[src/rtl/demux4_stream_if.sv]
// Stream bundle for demux4_stream: one valid/ready input stream and four valid/ready output streams.
// The slave modport is the demultiplexer's view; master is the producer/consumer side.
interface demux4_stream_if #(
  parameter int WIDTH = 32
);
  logic               in_valid;
  logic               in_ready;
  logic [1:0]         in_sel;
  logic [WIDTH-1:0]   in_data;
  logic [3:0]         out_valid;
  logic [3:0]         out_ready;
  logic [4*WIDTH-1:0] out_data;

  modport master (
    output in_valid, in_sel, in_data, out_ready,
    input  in_ready, out_valid, out_data
  );

  modport slave (
    input  in_valid, in_sel, in_data, out_ready,
    output in_ready, out_valid, out_data
  );
endinterface

[src/rtl/demux4_stream.sv]
// demux4_stream: routes one valid/ready stream to one of four single-entry registered output slots.
// Optional feature macro: DEMUX4_STATS_EN adds per-output 16-bit accept counters on port xfer_count.
module demux4_stream #(
  parameter int WIDTH = 32
) (
  input  logic            clk,
  input  logic            reset_n,
  input  logic            flush,
  demux4_stream_if.slave  s
`ifdef DEMUX4_STATS_EN
  ,
  output logic [4*16-1:0] xfer_count
`endif
);

  logic [3:0]       out_valid_q;
  logic [3:0]       out_valid_d;
  logic [WIDTH-1:0] slot_data_q [4];
  logic [WIDTH-1:0] slot_data_d [4];
  logic [3:0]       slot_free;
  logic [3:0]       load;
  logic             in_ready;
  logic             accept;

  // A slot being drained this cycle can take a new beat, giving full rate per output.
  always_comb begin
    slot_free = ~out_valid_q | s.out_ready;
  end

  assign in_ready = reset_n & ~flush & slot_free[s.in_sel];
  assign accept   = s.in_valid & in_ready;

  always_comb begin
    load = '0;
    if (accept) begin
      load[s.in_sel] = 1'b1;
    end
  end

  always_comb begin
    out_valid_d = out_valid_q;
    for (int i = 0; i < 4; i++) begin
      slot_data_d[i] = slot_data_q[i];
      if (flush) begin
        out_valid_d[i] = 1'b0;
      end else if (load[i]) begin
        out_valid_d[i] = 1'b1;
        slot_data_d[i] = s.in_data;
      end else if (s.out_ready[i]) begin
        out_valid_d[i] = 1'b0;
      end
    end
  end

  always_ff @(posedge clk or negedge reset_n) begin
    if (!reset_n) begin
      out_valid_q <= '0;
      for (int i = 0; i < 4; i++) begin
        slot_data_q[i] <= '0;
      end
    end else begin
      out_valid_q <= out_valid_d;
      for (int i = 0; i < 4; i++) begin
        slot_data_q[i] <= slot_data_d[i];
      end
    end
  end

  always_comb begin
    s.out_data = '0;
    for (int i = 0; i < 4; i++) begin
      s.out_data[i*WIDTH +: WIDTH] = slot_data_q[i];
    end
  end

  assign s.out_valid = out_valid_q;
  assign s.in_ready  = in_ready;

`ifdef DEMUX4_STATS_EN
  logic [15:0] cnt_q [4];
  logic [15:0] cnt_d [4];

  // Counters survive flush and wrap naturally at 16 bits.
  always_comb begin
    for (int i = 0; i < 4; i++) begin
      cnt_d[i] = cnt_q[i] + {15'd0, load[i]};
    end
  end

  always_ff @(posedge clk or negedge reset_n) begin
    if (!reset_n) begin
      for (int i = 0; i < 4; i++) begin
        cnt_q[i] <= '0;
      end
    end else begin
      for (int i = 0; i < 4; i++) begin
        cnt_q[i] <= cnt_d[i];
      end
    end
  end

  always_comb begin
    xfer_count = '0;
    for (int i = 0; i < 4; i++) begin
      xfer_count[i*16 +: 16] = cnt_q[i];
    end
  end
`endif

endmodule

[src/flat_wrapper.sv]
// flat-port wrapper written by rule: the top's interface ports become plain ports
module demux4_stream_flat 
#(
  parameter int WIDTH = 32
)
  (clk, reset_n, flush, s_in_valid, s_in_sel, s_in_data, s_out_ready, s_in_ready, s_out_valid, s_out_data);
  demux4_stream_if #(.WIDTH(WIDTH)) s_i ();
  input  logic clk;
  input  logic reset_n;
  input  logic flush;
  input wire logic [$bits(s_i.in_valid)-1:0] s_in_valid;
  input wire logic [$bits(s_i.in_sel)-1:0] s_in_sel;
  input wire logic [$bits(s_i.in_data)-1:0] s_in_data;
  input wire logic [$bits(s_i.out_ready)-1:0] s_out_ready;
  output wire logic [$bits(s_i.in_ready)-1:0] s_in_ready;
  output wire logic [$bits(s_i.out_valid)-1:0] s_out_valid;
  output wire logic [$bits(s_i.out_data)-1:0] s_out_data;
  assign s_i.in_valid = s_in_valid;
  assign s_i.in_sel = s_in_sel;
  assign s_i.in_data = s_in_data;
  assign s_i.out_ready = s_out_ready;
  assign s_in_ready = s_i.in_ready;
  assign s_out_valid = s_i.out_valid;
  assign s_out_data = s_i.out_data;
  demux4_stream #(.WIDTH(WIDTH)) u_core (.clk(clk), .reset_n(reset_n), .flush(flush), .s(s_i));
endmodule
[config.mk]
export PLATFORM = sky130hd
export DESIGN_NAME = demux4_stream_flat
export DESIGN_NICKNAME = d
export VERILOG_FILES = /design/src/rtl/demux4_stream_if.sv /design/src/rtl/demux4_stream.sv /design/src/flat_wrapper.sv
export SDC_FILE = /design/constraint.sdc
export NUM_CORES = 1
export LEC_CHECK = 0
export BUFFER_PORTS_ARGS = -buffer_cell sky130_fd_sc_hd__clkbuf_2
export CAP_MARGIN = 10
export CORE_MARGIN = 3
export CORE_UTILIZATION = 25
export DETAILED_ROUTE_END_ITERATION = 10
export PLACE_DENSITY_LB_ADDON = 0.08
export SLEW_MARGIN = 20
export SYNTH_ARGS = -nofsm -noshare
export SYNTH_HDL_FRONTEND = slang
export SYNTH_SLANG_ARGS = --single-unit
[constraint.sdc]
create_clock -name clk -period 2.1 [get_ports clk]
set_input_delay 0.105 -clock clk [delete_from_list [all_inputs] [get_ports clk]]
set_output_delay 0.105 -clock clk [all_outputs]
set_load 0.01 [all_outputs]
==> results by group, run 1 <==
Routing
  – DRT Wirelength: 13,170 um
  – First DRT Iteration DRCs: 84
  – Vias: 3,322
  – Drt first pass iters: 4
  – Vias per cell: 4.153
  – Wire per inst: 16.46 um
  – Post-DRT Antenna Nets: 0
  – Residual DRC: 0

Pwr
  – Logic pwr share: 21.9%
  – Switch Pwr: 2.262 mW
  – Leakage: 3.594 nW
  – Int Power: 5.853 mW
  – Power share of the sequential group: 42.5%
  – Clk pwr share: 35.6%
  – Peak supply drop: 0.5033 mV
  – Cell area power density: 1113 nW/um2
  – Switching share of total power: 27.88%

STA
  – Setup Viol. Count Final: 0
  – Final-report hold violation count: 132
  – Worst-case clock skew: 0.006130 ns
  – Slew Limit Fails: 0
  – Setup TNS: 0 ns
  – Rel. slew slack: 50.83%
  – Final setup margin: 0.1187 ns
  – Min Hold Slack: -0.1636 ns
  – Crit path time final: 1.981 ns
  – Achievable Freq: 504.7 MHz
  – RSZ-0062 raised after global routing: no
  – Post-route clock period utilization: 94.35%
  – Slew @ Worst Pin: 0.7375 ns

Setup path
  – Worst-path fanout max: 18
  – WS Path Type: in -> reg
  – Critical Path AT: 2.27 ns
  – Crit path capture type: flop
  – CP required: 2.39 ns
  – CP startpoint kind: input port

Run status
  – Failing checks: negative hold slack
  – Status: finished, violations left

Hold path
  – Min-Delay Path Class: in -> async

Layout
  – Area grow syn2layout: 41.29%
  – Final nets: 564
  – Commonest non-fill, non-tap cell in the layout: clkbuf_2
  – Share of layout cells above drive strength 1: 64.86%
  – Non-Filler Instances: 800
  – Post-layout util: 36.74%
  – Final Cell Area: 7291 um2
  – Most frequent cells in the layout: clkbuf_2 (173), dfrtp_1 (132), mux2_2 (99)
  – Diode count: 0
  – Fill cells: 1,963

Clock tree
  – Num CTS Buffers: 17
  – Clock transition at path regs: 0.06 ns
  – Clock Sink Count: 132
  – H-tree depth: 4
  – CTS root buf: clkbuf_16
  – Clock tree from TritonCTS: built
  – Skew-Pair Late Insertion Delay: 0.41 ns
  – Post-CTS Resized: 0
  – # hold bufs at CTS: 35
  – Clock Tree Buf Depth: 2

Synth
  – Cell area after synthesis: 5160 um2
  – Mapped Cells: 300
  – YS warnings: 0
  – Distinct cells, synth: 24
  – Synth Area per Inst: 17.20 um2
  – Yosys reg bits: 132
  – Syn nets: 342
  – Seq/Total Area, Yosys: 64.02%

GRT
  – Largest net degree at the start of global routing: 136
  – Number of global-route vias before repair: 3,586
  – Total GRT Usage: 12.10%
  – GRT overflow: 0
  – Global-route wire length before repair: 20,670 um
  – Initial antenna violation count: 0

Die
  – Rows: 51
  – Starting Density: 26.00%
  – # IOs: 175
  – Core Area: 19,850 um2
  – Chip height: 149.7 um
  – Die area: 22,400 um2
  – Die W: 149.7 um

Place
  – Dpl ws: 0.1962 ns
  – Gpl congestion: 0.7174
  – Cell Area, Placed: 6364 um2
  – I/O Buffers: 174
  – Dpl hpwl: 8978 um
  – Post-Place Cells: 733

Job
  – Max Cap Viol: 0
power groups by stage:
stage	Clock (mW)	Combinational [mW]	Sequential, mW
2_1_floorplan	0	0.610	3.73
3_3_place_gp	0	1.76	3.49
3_5_place_dp	0	1.78	3.50
4_1_cts	2.99	1.83	3.46
5_1_grt	3.11	1.93	3.53
6_report	2.89	1.78	3.45
per-stage QoR:
step / total power, mW / hold slack, ns
finish: 8.115 / -0.1636
global route: 8.572 / -0.08627
CTS: 8.274 / -0.1112
detailed placement: 5.272 / 0.3365
global placement: 5.245 / 0.3321
floorplan: 4.338 / -0.1906
routing by layer:
metal | vias to the layer above | global-route usage [%] | wire length (um)
met5 | - | 0 | 0
met4 | 0 | 3.705 | 138
met3 | 9 | 5.027 | 1032
met2 | 109 | 18.94 | 6252
met1 | 1688 | 15.33 | 5748
li1 | 1516 | - | -
timing repair:
action	in CTS	in global routing
endpoints found under the hold margin	263	132
setup buffers	0	0
setup endpoints to repair	0	0
cell type report:
cell class	count	area (um2)	area share [%]
sequential	132	3303	45.31
tap	265	331.6	4.548
clock inverter	13	133.9	1.836
multi-input combinational	153	1754	24.06
timing repair buffer	216	1318	18.07
inverter	2	7.507	0.1030
clock buffer	19	442.9	6.075
state kept, by name (all words and copies together) (netlist names):
signal / count
u_core.s.out_data: 128
u_core.s.out_valid: 4
cells in the mapped netlist:
cell type  number  area share (%)
nand3b_1        1            0.15
nor2b_1         1            0.12
nor4_2          1            0.24
nor4_1          1            0.12
o21a_1          1            0.15
nand2b_1        3            0.36
nand2_1         3            0.22
or4b_1          1            0.19
inv_1           2            0.15
o21ai_0         1           0.097
nor3b_2         2            0.48
buf_12          3             1.2
a21o_1          1            0.15
nand4_1         1            0.12
a21oi_1         2            0.19
mux2_4         29             8.4
buf_2           9            0.87
or2b_2          1            0.17
or3b_2          1            0.17
buf_6           1            0.22
dfrtp_1       132              64
nand3b_4        1            0.39
nor2_1          3            0.22
mux2_2         99              22
kinds of logic (layout without fill, tap and decap cells):
logic type	count (synthesis)	count (layout)	synth area share [%]
buf+inv	15	250	2.401
flops	132	132	64.02
simple gates	20	20	2.959
compound gates	5	5	0.5820
mux	128	128	30.04
critical path: stages:
cell	delay (ns)
dlygate4sd3_1	0.53
clkbuf_2	0.14
nand3b_4	0.21
or4b_2	0.66
buf_4	0.28
mux2_4	0.33
path summary, 6_finish.rpt:
kind                       slack, ns  cells past startpoint                   start                     end
hold reg to reg                 0.50                      1  u_core.s.out_data[112]  u_core.s.out_data[112]
min in group clk                0.05                      4              s_in_valid   u_core.s.out_valid[1]
max in group asynchronous       1.72                      2                 reset_n   u_core.s.out_data[87]
setup reg to reg                0.18                      4   u_core.s.out_valid[2]   u_core.s.out_data[78]
hold / removal                 -0.16                      2                 reset_n   u_core.s.out_data[73]
setup / recovery                0.12                      6                   flush   u_core.s.out_data[78]
Note: power is estimated with default switching activity, not from simulation.
==> run 2: changes to the inputs <==
Settings changed: ABC_AREA set to 1.
==> results by group, run 2 <==
Setup path
  – R2R setup slack: 0.48 ns
  – WS Path Type: reg -> out
  – Worst-path fanout max: 52
  – Crit path capture type: output pin
  – R2R Path End: u_core.s.out_data[104]
  – CP startpoint kind: flop
  – CP Launch Point: u_core.s.out_valid[3]
  – Critical Path AT: 1.79 ns
  – R2r worst-path depth: 7
  – Reg2reg start: u_core.s.out_valid[3]
  – CP required: 2.00 ns

Routing
  – Residual DRC: 0
  – Wire per inst: 18.69 um
  – DRT Wirelength: 20,240 um
  – Post-DRT Antenna Nets: 0
  – Vias: 5,052
  – Drt first pass iters: 4
  – Vias per cell: 4.665
  – First DRT Iteration DRCs: 302

GRT
  – Global-route wire length before repair: 31,400 um
  – Total GRT Usage: 16.69%
  – Largest net degree at the start of global routing: 111
  – Initial antenna violation count: 0
  – Number of global-route vias before repair: 5,136
  – GRT overflow: 0

STA
  – Setup TNS: 0 ns
  – Post-route clock period utilization: 90.09%
  – Achievable Freq: 528.6 MHz
  – RSZ-0062 raised after global routing: no
  – Final-report hold violation count: 0
  – Worst-case clock skew: 0.009749 ns
  – Slew @ Worst Pin: 0.6183 ns
  – Setup Viol. Count Final: 0
  – Final setup margin: 0.2081 ns
  – Crit path time final: 1.892 ns
  – Rel. slew slack: 58.78%
  – Slew Limit Fails: 0

Hold path
  – Hold Crit Start: s_in_data[28]
  – Hold Path Depth: 3
  – Worst Hold End: u_core.s.out_data[28]
  – Min-Delay Path Class: in -> reg

Clock tree
  – H-tree depth: 4
  – Clock Sink Count: 132
  – CTS root buf: clkbuf_16
  – Clock tree from TritonCTS: built
  – Skew-Pair Late Insertion Delay: 0.42 ns
  – Clock transition at path regs: 0.06 ns
  – Num CTS Buffers: 17
  – Clock Tree Buf Depth: 2
  – Setup bufs post-CTS: 0

Synth
  – Synth Area in Compound Gates: 0.2852%
  – Syn nets: 651
  – Synth area leader: dfrtp_1
  – Distinct cells, synth: 20
  – Largest family of logic cells by synthesized area: simple AND/OR/NAND/NOR gates
  – Yosys reg bits: 132
  – Mapped Cells: 609
  – Dominant synthesized flop cell: dfrtp_1
  – Synth Area in Simple Gates: 35.48%
  – Commonest cells post-synth: nand2_1 (267), dfrtp_1 (132), nand4_1 (128)
  – Cell area after synthesis: 5703 um2
  – Ys async rst share: 100.0%
  – Multiplexer share of the synthesized area: 0%
  – Xor/xnor share of the synthesized area: 0%
  – Yosys top cell area share: 57.92%
  – EDFF count, synth: 0
  – YS warnings: 0
  – Synth top area cells: dfrtp_1 (58%), nand2_1 (18%), nand4_1 (14%)
  – Seq/Total Area, Yosys: 57.92%
  – Count leader, synth: nand2_1
  – Post-Synth Adder-Cell Area: 0%
  – Synth Area per Inst: 9.364 um2

Place
  – Dpl ws: 0.4050 ns
  – Gpl congestion: 0.7439
  – Dpl hpwl: 13,330 um
  – I/O Buffers: 174

Layout
  – Commonest non-fill, non-tap cell in the layout: nand2_1
  – Max FFs per register: 128
  – Share of layout cells above drive strength 1: 30.26%
  – Most frequent cells in the layout: nand2_1 (267), clkbuf_2 (172), dfrtp_1 (132)
  – Area grow syn2layout: 35.70%
  – Final nets: 832
  – Diode count: 0

Die
  – Die area: 24,660 um2
  – Core Area: 22,090 um2
  – Rows: 54
  – Die W: 157.0 um
  – Chip height: 157.0 um
  – # IOs: 175
  – Starting Density: 25.81%

Pwr
  – Peak supply drop: 0.4080 mV
  – Cell area power density: 1090 nW/um2
  – Leakage: 4.172 nW

Run status
  – Status: complete, no violations

Job
  – Max Cap Viol: 0
==> run 2: timing repair <==
action / 4_1_cts / 5_1_grt
hold endpoints to repair: 187 / 0
resized for setup: 0 / 0
hold buffers: 25 / 0
endpoints found under the setup margin: 0 / 1
==> run 2: cell type report <==
cell class	count	area, um2
Clock inverter	10	166.4
Sequential cell	132	3303
Tap cell	280	350.3
Fill cell	2315	14360
Multi-Input combinational cell	415	2039
Timing Repair Buffer	215	1350
Inverter	9	35.03
Clock buffer	22	494.2
==> run 2: how the worst max path moves through the flow <==
stage	slack [ns]	to	cells past startpoint
floorplan	0.74	u_core.s.out_data[10]	9
global placement	0.46	u_core.s.out_data[102]	8
detailed placement	0.41	u_core.s.out_data[113]	8
CTS	0.03	s_in_ready	7
global route	0.07	s_in_ready	7
finish	0.21	s_in_ready	7
==> run 2: layer usage <==
layer,routed length (um),GRT usage [%],vias to the layer above
met1,9294,22.17,2456
li1,-,-,2431
met4,293,4.959,0
met2,9455,26.78,144
met5,0,0,-
met3,1195,4.509,21
==> run 2: power breakdown <==
part	total, mW	leakage (nW)	internal [mW]	switching, mW
clock network	3.34	0.319	2.16	1.18
logic	1.68	2.17	0.644	1.04
registers	3.42	1.68	3.07	0.344
==> run 2: cell families (layout without fill, tap and decap cells) <==
group           count (synthesis)  count (layout)
flops                         132             132
buf+inv                        62             256
compound gates                  1               1
simple gates                  414             414
==> run 2: stage by stage <==
step                      hold WS [ns]  total power [mW]  utilization [%]  area, um2  std cells
after floorplan                -0.1906             4.192                -       5703        609
after global placement          0.1553             5.140            30.94       6835       1027
after detailed placement        0.1608             5.160            30.94       6835       1027
after CTS                     0.001217             8.567            35.06       7746       1084
after global routing           0.01913             8.907            35.03       7739       1083
final                          0.01356             8.439            35.03       7739       1083
==> run 2: worst max-delay path, cell delays in order (launching register included) <==
cell and delay [ns]:
dfrtp_1 0.39, inv_1 0.06, nor2_1 0.08, nand2_1 0.09
nand3_2 0.10, nor2_4 0.17, buf_12 0.25, clkbuf_2 0.18
